--- src/rtl/rgb565_stream_pkg.sv ---
// Shared widths, keep constants and state type for the RGB565 stream blocks.
package rgb565_stream_pkg;

  localparam int PIX_W   = 16;
  localparam int IN_PIX  = 4;
  localparam int OUT_PIX = 8;
  localparam int IN_W    = PIX_W * IN_PIX;
  localparam int OUT_W   = PIX_W * OUT_PIX;

  localparam logic [15:0] KEEP_FULL    = 16'hFFFF;
  localparam logic [15:0] KEEP_HALF    = 16'h00FF;
  localparam logic [7:0]  KEEP_IN_FULL = 8'hFF;

  typedef enum logic {
    LOW  = 1'b0,
    HIGH = 1'b1
  } upsz_state_t;

  // Input beats must carry all eight bytes; anything else is malformed.
  function automatic logic keep_bad(input logic [7:0] keep);
    return (keep != KEEP_IN_FULL);
  endfunction

endpackage

--- src/rtl/rgb565_axis_upsizer.sv ---
// Packs pairs of 64-bit RGB565 beats into registered 128-bit beats; odd packets
// close with a half beat padded by PAD_DATA.
module rgb565_axis_upsizer
  import rgb565_stream_pkg::*;
#(
  parameter logic [63:0] PAD_DATA = 64'h0
) (
  input  logic         aclk,
  input  logic         aresetn,
  input  logic         s_tvalid,
  output logic         s_tready,
  input  logic         s_tlast,
  input  logic [7:0]   s_tkeep,
  input  logic [7:0]   s_tstrb,
  input  logic [63:0]  s_tdata,
  output logic         m_tvalid,
  input  logic         m_tready,
  output logic         m_tlast,
  output logic [15:0]  m_tkeep,
  output logic [15:0]  m_tstrb,
  output logic [127:0] m_tdata,
  output logic [31:0]  pkt_count,
  output logic         err_keep
);

  upsz_state_t  state_q, state_d;
  logic [63:0]  lo_q, lo_d;
  logic         m_tvalid_q, m_tvalid_d;
  logic         m_tlast_q, m_tlast_d;
  logic [15:0]  m_tkeep_q, m_tkeep_d;
  logic [127:0] m_tdata_q, m_tdata_d;
  logic [31:0]  pkt_count_q, pkt_count_d;
  logic         err_keep_q, err_keep_d;

  logic         accept_s;
  logic         drain_s;
  logic         load_s;
  logic [127:0] word_data_s;
  logic [15:0]  word_keep_s;
  logic         word_last_s;
  logic         unused_tstrb_s;

  // Ready only looks at the output register, so a stalled beat blocks both states.
  assign s_tready       = aresetn & (~m_tvalid_q | m_tready);
  assign accept_s       = s_tvalid & s_tready;
  assign drain_s        = m_tvalid_q & m_tready;
  assign unused_tstrb_s = ^s_tstrb;

  // Pairing state machine: decides when an accepted beat completes a word.
  always_comb begin
    state_d     = state_q;
    lo_d        = lo_q;
    load_s      = 1'b0;
    word_data_s = 128'h0;
    word_keep_s = 16'h0;
    word_last_s = 1'b0;
    case (state_q)
      LOW: begin
        if (accept_s && s_tlast) begin
          load_s      = 1'b1;
          word_data_s = {PAD_DATA, s_tdata};
          word_keep_s = KEEP_HALF;
          word_last_s = 1'b1;
        end else if (accept_s) begin
          lo_d    = s_tdata;
          state_d = HIGH;
        end else begin
          state_d = LOW;
        end
      end
      HIGH: begin
        if (accept_s) begin
          load_s      = 1'b1;
          word_data_s = {s_tdata, lo_q};
          word_keep_s = KEEP_FULL;
          word_last_s = s_tlast;
          state_d     = LOW;
        end else begin
          state_d = HIGH;
        end
      end
      default: begin
        state_d = LOW;
      end
    endcase
  end

  // Output register: a new word wins over a drain, so load+drain keeps valid high.
  always_comb begin
    m_tvalid_d  = m_tvalid_q;
    m_tlast_d   = m_tlast_q;
    m_tkeep_d   = m_tkeep_q;
    m_tdata_d   = m_tdata_q;
    if (load_s) begin
      m_tvalid_d = 1'b1;
      m_tlast_d  = word_last_s;
      m_tkeep_d  = word_keep_s;
      m_tdata_d  = word_data_s;
    end else if (drain_s) begin
      m_tvalid_d = 1'b0;
    end else begin
      m_tvalid_d = m_tvalid_q;
    end
    pkt_count_d = pkt_count_q + {31'd0, drain_s & m_tlast_q};
    err_keep_d  = err_keep_q | (accept_s & keep_bad(s_tkeep));
  end

  // State and output registers.
  always_ff @(posedge aclk or negedge aresetn) begin
    if (!aresetn) begin
      state_q     <= LOW;
      lo_q        <= 64'h0;
      m_tvalid_q  <= 1'b0;
      m_tlast_q   <= 1'b0;
      m_tkeep_q   <= 16'h0;
      m_tdata_q   <= 128'h0;
      pkt_count_q <= 32'h0;
      err_keep_q  <= 1'b0;
    end else begin
      state_q     <= state_d;
      lo_q        <= lo_d;
      m_tvalid_q  <= m_tvalid_d;
      m_tlast_q   <= m_tlast_d;
      m_tkeep_q   <= m_tkeep_d;
      m_tdata_q   <= m_tdata_d;
      pkt_count_q <= pkt_count_d;
      err_keep_q  <= err_keep_d;
    end
  end

  assign m_tvalid  = m_tvalid_q;
  assign m_tlast   = m_tlast_q;
  assign m_tkeep   = m_tkeep_q;
  assign m_tstrb   = m_tkeep_q;
  assign m_tdata   = m_tdata_q;
  assign pkt_count = pkt_count_q;
  assign err_keep  = err_keep_q;

endmodule
--- config.mk ---
export PLATFORM = sky130hd
export DESIGN_NAME = rgb565_axis_upsizer
export DESIGN_NICKNAME = d
export VERILOG_FILES = /design/src/rtl/rgb565_stream_pkg.sv /design/src/rtl/rgb565_axis_upsizer.sv
export SDC_FILE = /design/constraint.sdc
export NUM_CORES = 1
export LEC_CHECK = 0
export ABC_AREA = 1
export CORE_UTILIZATION = 52
export DETAILED_ROUTE_END_ITERATION = 6
export GPL_TIMING_DRIVEN = 0
export PLACE_DENSITY = 0.86
export SLEW_MARGIN = 20
export SYNTH_ARGS = -nofsm -noshare
export SYNTH_HDL_FRONTEND = slang
export SYNTH_SLANG_ARGS = --single-unit
--- constraint.sdc ---
create_clock -name aclk -period 4.9 [get_ports aclk]
set_input_delay 0.98 -clock aclk [delete_from_list [all_inputs] [get_ports aclk]]
set_output_delay 0.98 -clock aclk [all_outputs]
set_load 0.05 [all_outputs]
* Yosys cells after proc, flatten, opt, wreduce, memory -nomap -nowiden *
Cells that the tools add are included.

word-level totals
  output and inout port bits = 196
  bits of input ports = 85
  flip-flop bits (word level) = 244
  logic and storage cells = 39

cells by class
  equality and inequality tests = 1
  reduce and logical (&&, ||, !) cells = 3
  add/sub/neg operators = 1
  bitwise logic cells = 10
  multiplexer cells = 16

operator list
  kind                number
  $pmux 128 s2        1
  $mux 128            1
  $mux 64             1
  $add 32x1->32       1
  $pmux 16 s2         1
  $mux 16             1
  $mux 8              1
  $ne 8x8->1 const B  1
  $mux 1              7
  $pmux 1 s2          3
  $and 1x1->1         5
  $not 1->1           3
  $reduce_and 3->1    1
  $or 1x1->1          2
  $reduce_bool 2->1   1
  $logic_and 1x1->1   1

* Logic depth before layout (Yosys ltp) *
Gate-level depths: netlist (run 1).

  depth in word-level cells = 8
  depth in mapped cells = 11
  depth with buffers taken out = 11

* Worst setup path after synthesis (run 1) *
No wires, ideal clock.

  path type = input port to output port
  start point = input m_tready
  end point = output s_tready
  setup slack = 2,401 ps
  data required time = 3,920 ps
  arrival = 1,519 ps
  stages on the path = 3
  path buffers = 0
  path through = inv_2 > nand2_2 > and2_1

on the way
  longest elaborated chain between the ends = 2

RTL lines
  element             RTL line                   source
  start: declaration  rgb565_axis_upsizer.sv:17  input logic m_tready,
  $or 1x1->1          rgb565_axis_upsizer.sv:44  assign s_tready = aresetn & (~m_tvalid_q | m_tready);
  $and 1x1->1         rgb565_axis_upsizer.sv:44
  end: declaration    rgb565_axis_upsizer.sv:11  output logic s_tready,

No other way between the ends.

* Worst setup path in the final report (run 1) *
Ends and elaborated chain as after synthesis.

==> impl_metrics.toml, run 1 <==
[power_and_ir_drop]
power_mw = 7.271
ir_drop_v = 0.0003513
leakage_nw = 6.425
powerDensity_nw_per_um2 = 530.0

[global_routing]
grt_pass1_vias = 8893
gr-total-overflow = 0
grt.total_usage_pct = 29.07
grt_max_degree = 90
antenna_found_initial = 0
grt_pass1_wl_mm = 45.28

[route]
wl_per_cell_um = 16.67
vias_per_cell = 5.287
drt-total-wl_mm = 27.98
num_vias = 8871
drt.antenna.violating_nets = 0
first_pass_iters = 5
drc = 0
drt_iter0_drc = 576

[outcome]
outcome = "complete, no violations"

[cts]
post_cts.repair.setup_buffers = 0
tritoncts = "yes"
clock_sinks = 230
cts_buffer_depth = 3
cts.root.buffer_cell = "clkbuf_16"
post_cts_resized = 0
cts_buffers = 24
hold_buffers = 0
insertion_delay_ns = 0.52
htreeDepth = 1
path_clk_slew_ns = 0.06

[cells_and_area]
final_cells = 1678
nets = 1515
fin_util_pct = 73.59
drive_gt1_share_pct = 8.657
area_growth_pct = 39.06
num-fill-cells = 1381
multi_input_area_sq_um = 3212
regArea_sq_um = 5756
antennaDiodeCount = 0

[yosys]
syn-instance-count = 1127
ys_top_cells_by_area = "dfrtp_1 (58%), nand2_1 (14%), nand3_1 (7.2%)"
syn-num-nets = 1215
ys_ff_latch = 230
ys_seq_area_share_pct = 58.34
synth_top_area_cell = "dfrtp_1"
synth_edf_count = 0
avgSynthCellArea_sq_um = 8.754
synth_ff_type = "dfrtp_1"
yosys-top-cells-count = "nand2_1 (359), dfrtp_1 (230), nand3_1 (141), o21ai_1 (113), inv_1 (89)"
synth.distinct_cells = 27
synthArstFlopShare_pct = 100.0
synth_top_area_share_pct = 58.34
yosysMostFrequentCell = "nand2_1"
yosys_warnings = 0
synth_area_sq_um = 9866

[worst_setup_path]
arrival_ns = 2.55
worstSetupStartpointType = "input pin"
required_ns = 3.92
crit_type = "input pin to output pin"
rrSetupSlack_ns = 2.76
regToRegEndpoint = "pkt_count[16]"
timing.rr.start = "m_tvalid"
crit_fanout = 3
critPathCaptureType = "output pin"
r2r_cells = 9

[run]
maxCapViolCount = 0

[floorplanning]
num_rows = 50
dieArea_sq_um = 19530
die_y_um = 139.7
chipWidth_um = 139.7
start_util_pct = 52.92
io_pins = 281
core_sq_um = 18640

[sta]
worst_pin_slew_ns = 0.6556
hold_viol = 0
setup_violations = 0
fin_crit_sh_pct = 71.97
whs_ns = 0.4219
finClkSkew_ns = 0.01316
rsz0062_at_grt = "no"
relSlewSlack_pct = 56.29
final-max-slew-violation-count = 0
fmaxAchievable_mhz = 283.6
tns_ns = 0
period_minus_slack_ns = 3.526

[placed_design]
port-buffer-count = 272
dp_cells = 1635
gp_congestion = 0.8793
dp_hpwl_mm = 19.43

[min_path]
hold_path_class = "input pin to async pin"
worst max path at each step:
stage	end	cells past startpoint	slack [ns]	start
after floorplan	s_tready	3	2.40	m_tready
after CTS	s_tready	5	1.38	m_tready
after global placement	m_tdata[79]	1	-6.83	aresetn
final	s_tready	5	1.37	m_tready
after global routing	s_tready	3	1.29	aresetn
after detailed placement	s_tready	3	1.38	aresetn
worst max-delay path: stages:
cell and delay (ns):
clkdlybuf4s50_1 0.48, inv_2 0.04, nand2_2 0.09, and2_1 0.14, clkdlybuf4s50_1 0.81
kinds of logic (layout without fill, tap and decap cells):
group                    count (synthesis)  count (layout)  share of synthesized area, %
AND/OR/NAND/NOR                        569             569                         24.11
flip-flops                             230             230                         58.34
buffers and inverters                  178             495                         9.106
AO/OA/AOI/OAI                          132             132                         6.734
XOR/XNOR                                15              15                         1.332
adder cells (fa/ha/maj)                  3               3                        0.3805
layer usage:
| layer | GRT usage, % | share of wire, % |
|---|---|---|
| met1 | 36.67 | 40 |
| met2 | 49.18 | 49 |
| met3 | 5.747 | 7.8 |
| met4 | 11.86 | 3.4 |
| met5 | 0 | 0 |
metrics by stage:
| stage | instance area [sq um] | worst slack, ns |
|---|---|---|
| after global placement | 12880 | -6.827 |
| after global routing | 13720 | 1.292 |
| after CTS | 13720 | 1.376 |
| after floorplan | 9866 | 2.401 |
| after detailed placement | 12940 | 1.378 |
| final | 13720 | 1.374 |
area by class of cell:
class | count | area share (%)
buffer | 85 | 4.004
clock buffer | 33 | 4.843
clock inverter | 10 | 0.8299
inverter | 93 | 2.544
multi-input combinational | 719 | 23.41
sequential | 230 | 41.95
tap | 234 | 2.134
timing repair buffer | 274 | 20.28
power breakdown:
part	switching, mW	internal [mW]
registers	0.309	2.37
clock network	0.740	1.06
logic	1.87	0.925
total	2.92	4.35
placed cells by master (no fill, tap or decap), types with 4 or more instances in the layout:
master / netlist / layout
buf_2: 28 / 28
o21ai_1: 113 / 113
buf_4: 38 / 38
clkdlybuf4s50_1: 0 / 271
inv_1: 89 / 89
clkbuf_1: 9 / 15
clkinv_2: 0 / 6
nand3_1: 141 / 141
nand2_1: 359 / 359
inv_2: 4 / 4
xor2_1: 9 / 9
o21ai_0: 17 / 17
xnor2_1: 6 / 6
dfrtp_1: 230 / 230
buf_6: 7 / 7
clkbuf_16: 0 / 24
nor2_1: 53 / 53
state kept, by name, summed over array words and instances, names as in the netlist:
signal / cells
err_keep: 1
m_tdata: 128
state_q: 1
lo_q: 64
m_tvalid: 1
pkt_count: 32
m_tkeep: 2
m_tlast: 1
Note: power is estimated with default switching activity, not from simulation.
==> run 2, diff against run 1 <==
--- a/config.mk
+++ b/config.mk
@@ -6,10 +6,10 @@
 export NUM_CORES = 1
 export LEC_CHECK = 0
 export ABC_AREA = 1
-export CORE_UTILIZATION = 52
+export CORE_UTILIZATION = 43
 export DETAILED_ROUTE_END_ITERATION = 6
 export GPL_TIMING_DRIVEN = 0
-export PLACE_DENSITY = 0.86
+export PLACE_DENSITY = 0.76
 export SLEW_MARGIN = 20
 export SYNTH_ARGS = -nofsm -noshare
 export SYNTH_HDL_FRONTEND = slang
==> constraint.sdc (replaced) <==
create_clock -name aclk -period 2.8 [get_ports aclk]
set_input_delay 0.56 -clock aclk [delete_from_list [all_inputs] [get_ports aclk]]
set_output_delay 0.56 -clock aclk [all_outputs]
set_load 0.05 [all_outputs]
==> run 2 against run 1 <==
Net effect:
- worst hold slack got worse by 0.40 ns
- sequential share of layout area fell by 0.33 points
- routed wire length up 2.2%
- register-to-register slack lost 2.0 ns
- utilization fell by 12 points
- sequential power rose by 74%
- non-clock buffer count increased by 3
- die area increased by 21%
- final cell count grew 3.2%
- highest routed layer unchanged
==> impl_metrics.toml, run 2 (synthesized netlist as in run 1, its figures left out) <==
[outcome]
outcome = "complete, no violations"

[floorplanning]
dieArea_sq_um = 23550
die_y_um = 153.5
io_pins = 281
start_util_pct = 43.71
num_rows = 55
core_sq_um = 22570
chipWidth_um = 153.5

[sta]
rsz0062_at_grt = "no"
fmaxAchievable_mhz = 369.0
period_minus_slack_ns = 2.710
finalWorstSetupSlack_ns = 0.09013
tns_ns = 0
hold_viol = 0
worst_pin_slew_ns = 0.6015
final-max-slew-violation-count = 0
whs_ns = 0.02039
fin_crit_sh_pct = 96.78
finClkSkew_ns = 0.01883
setup_violations = 0
relSlewSlack_pct = 59.77

[cells_and_area]
final_common_cell = "nand2_1"
antennaDiodeCount = 0
largest_register_ffs = 128
drive_gt1_share_pct = 8.921
stdcell_area_sq_um = 13830
num-fill-cells = 1953
area_growth_pct = 40.22
nets = 1519
fin_util_pct = 61.29
final_cell_mix = "nand2_1 (359), clkdlybuf4s50_1 (271), dfrtp_1 (228), nand3_1 (141), o21ai_1 (113)"
final_cells = 1731

[global_routing]
antenna_found_initial = 0
gr-total-overflow = 0
grt_max_degree = 71
grt_pass1_vias = 8719
grt.total_usage_pct = 24.73
grt_pass1_wl_mm = 46.44

[route]
first_pass_iters = 5
drc = 0
num_vias = 8731
wl_per_cell_um = 16.52
drt.antenna.violating_nets = 0
drt-total-wl_mm = 28.59
drt_iter0_drc = 587
vias_per_cell = 5.044

[run]
maxCapViolCount = 0

[cts]
cts_buffer_depth = 3
post_cts.repair.setup_buffers = 0
tritoncts = "yes"
htreeDepth = 1
clock_sinks = 230
cts_buffers = 25
cts.root.buffer_cell = "clkbuf_16"
path_clk_slew_ns = 0.06
insertion_delay_ns = 0.53

[worst_setup_path]
required_ns = 2.24
crit_chain = "clkdlybuf4s50_1, inv_2, nand2_2, and2_1, clkdlybuf4s50_1"
worstSetupStartpointType = "input pin"
crit_type = "input pin to output pin"
arrival_ns = 2.15
critPathCaptureType = "output pin"
path_common_cell = "clkdlybuf4s50_1"
cp_top_family = "buffers and inverters"
cpPeakStageDelay_ns = 0.80
rrSetupSlack_ns = 0.77
crit_slowest_cell = "clkdlybuf4s50_1"
path_buf_inv = 3
crit_fanout = 3

[placed_design]
port-buffer-count = 272
placed_area_sq_um = 13030
dp_hpwl_mm = 20.48
dp_cells = 1687
gp_congestion = 0.8939
post-place-ws_ns = 0.06605

[power_and_ir_drop]
ir_drop_v = 0.0005116
powerDensity_nw_per_um2 = 916.4
leakage_nw = 6.447
power_mw = 12.68

[min_path]
hold_path_class = "input pin to async pin"
[run 2: layer usage]
metal	GRT usage (%)	part of all wire [%]	up-vias
li1	-	-	4171
met1	31.95	42	4157
met2	40.88	47	337
met3	5.330	7.4	66
met4	9.238	3.3	0
met5	0	0	-
[run 2: layout make-up]
class | instances | area, sq um | share of cell area, %
Clock buffer | 32 | 671.9 | 4.857
Tap cell | 285 | 356.6 | 2.578
Inverter | 93 | 349.1 | 2.524
Sequential cell | 230 | 5758 | 41.62
Timing Repair Buffer | 277 | 2840 | 20.53
Buffer | 85 | 549.3 | 3.971
Clock inverter | 10 | 96.34 | 0.6965
Multi-Input combinational cell | 719 | 3212 | 23.22
[run 2: final timing paths]
kind                                      end  depth (start not counted)     start
worst max-delay path                 s_tready                          5  m_tready
worst min-delay path              m_tdata[48]                          2   aresetn
worst max register to register  pkt_count[16]                          9  m_tvalid
worst min register to register    m_tdata[34]                          2  lo_q[34]
max in group asynchronous          m_tkeep[7]                          3   aresetn
min in group aclk                     m_tlast                          3   aresetn
[run 2: repair_timing]
| action | CTS | global route |
|---|---|---|
| hold buffers | 2 | 0 |
| hold endpoints to repair | 37 | 0 |
| resized for setup | 0 | 2 |
| endpoints found under the setup margin | 0 | 20 |
[run 2: power breakdown]
part | switching (mW) | internal (mW)
clock network | 1.33 | 1.79
logic | 3.26 | 1.63
registers | 0.520 | 4.14
total | 5.12 | 7.56
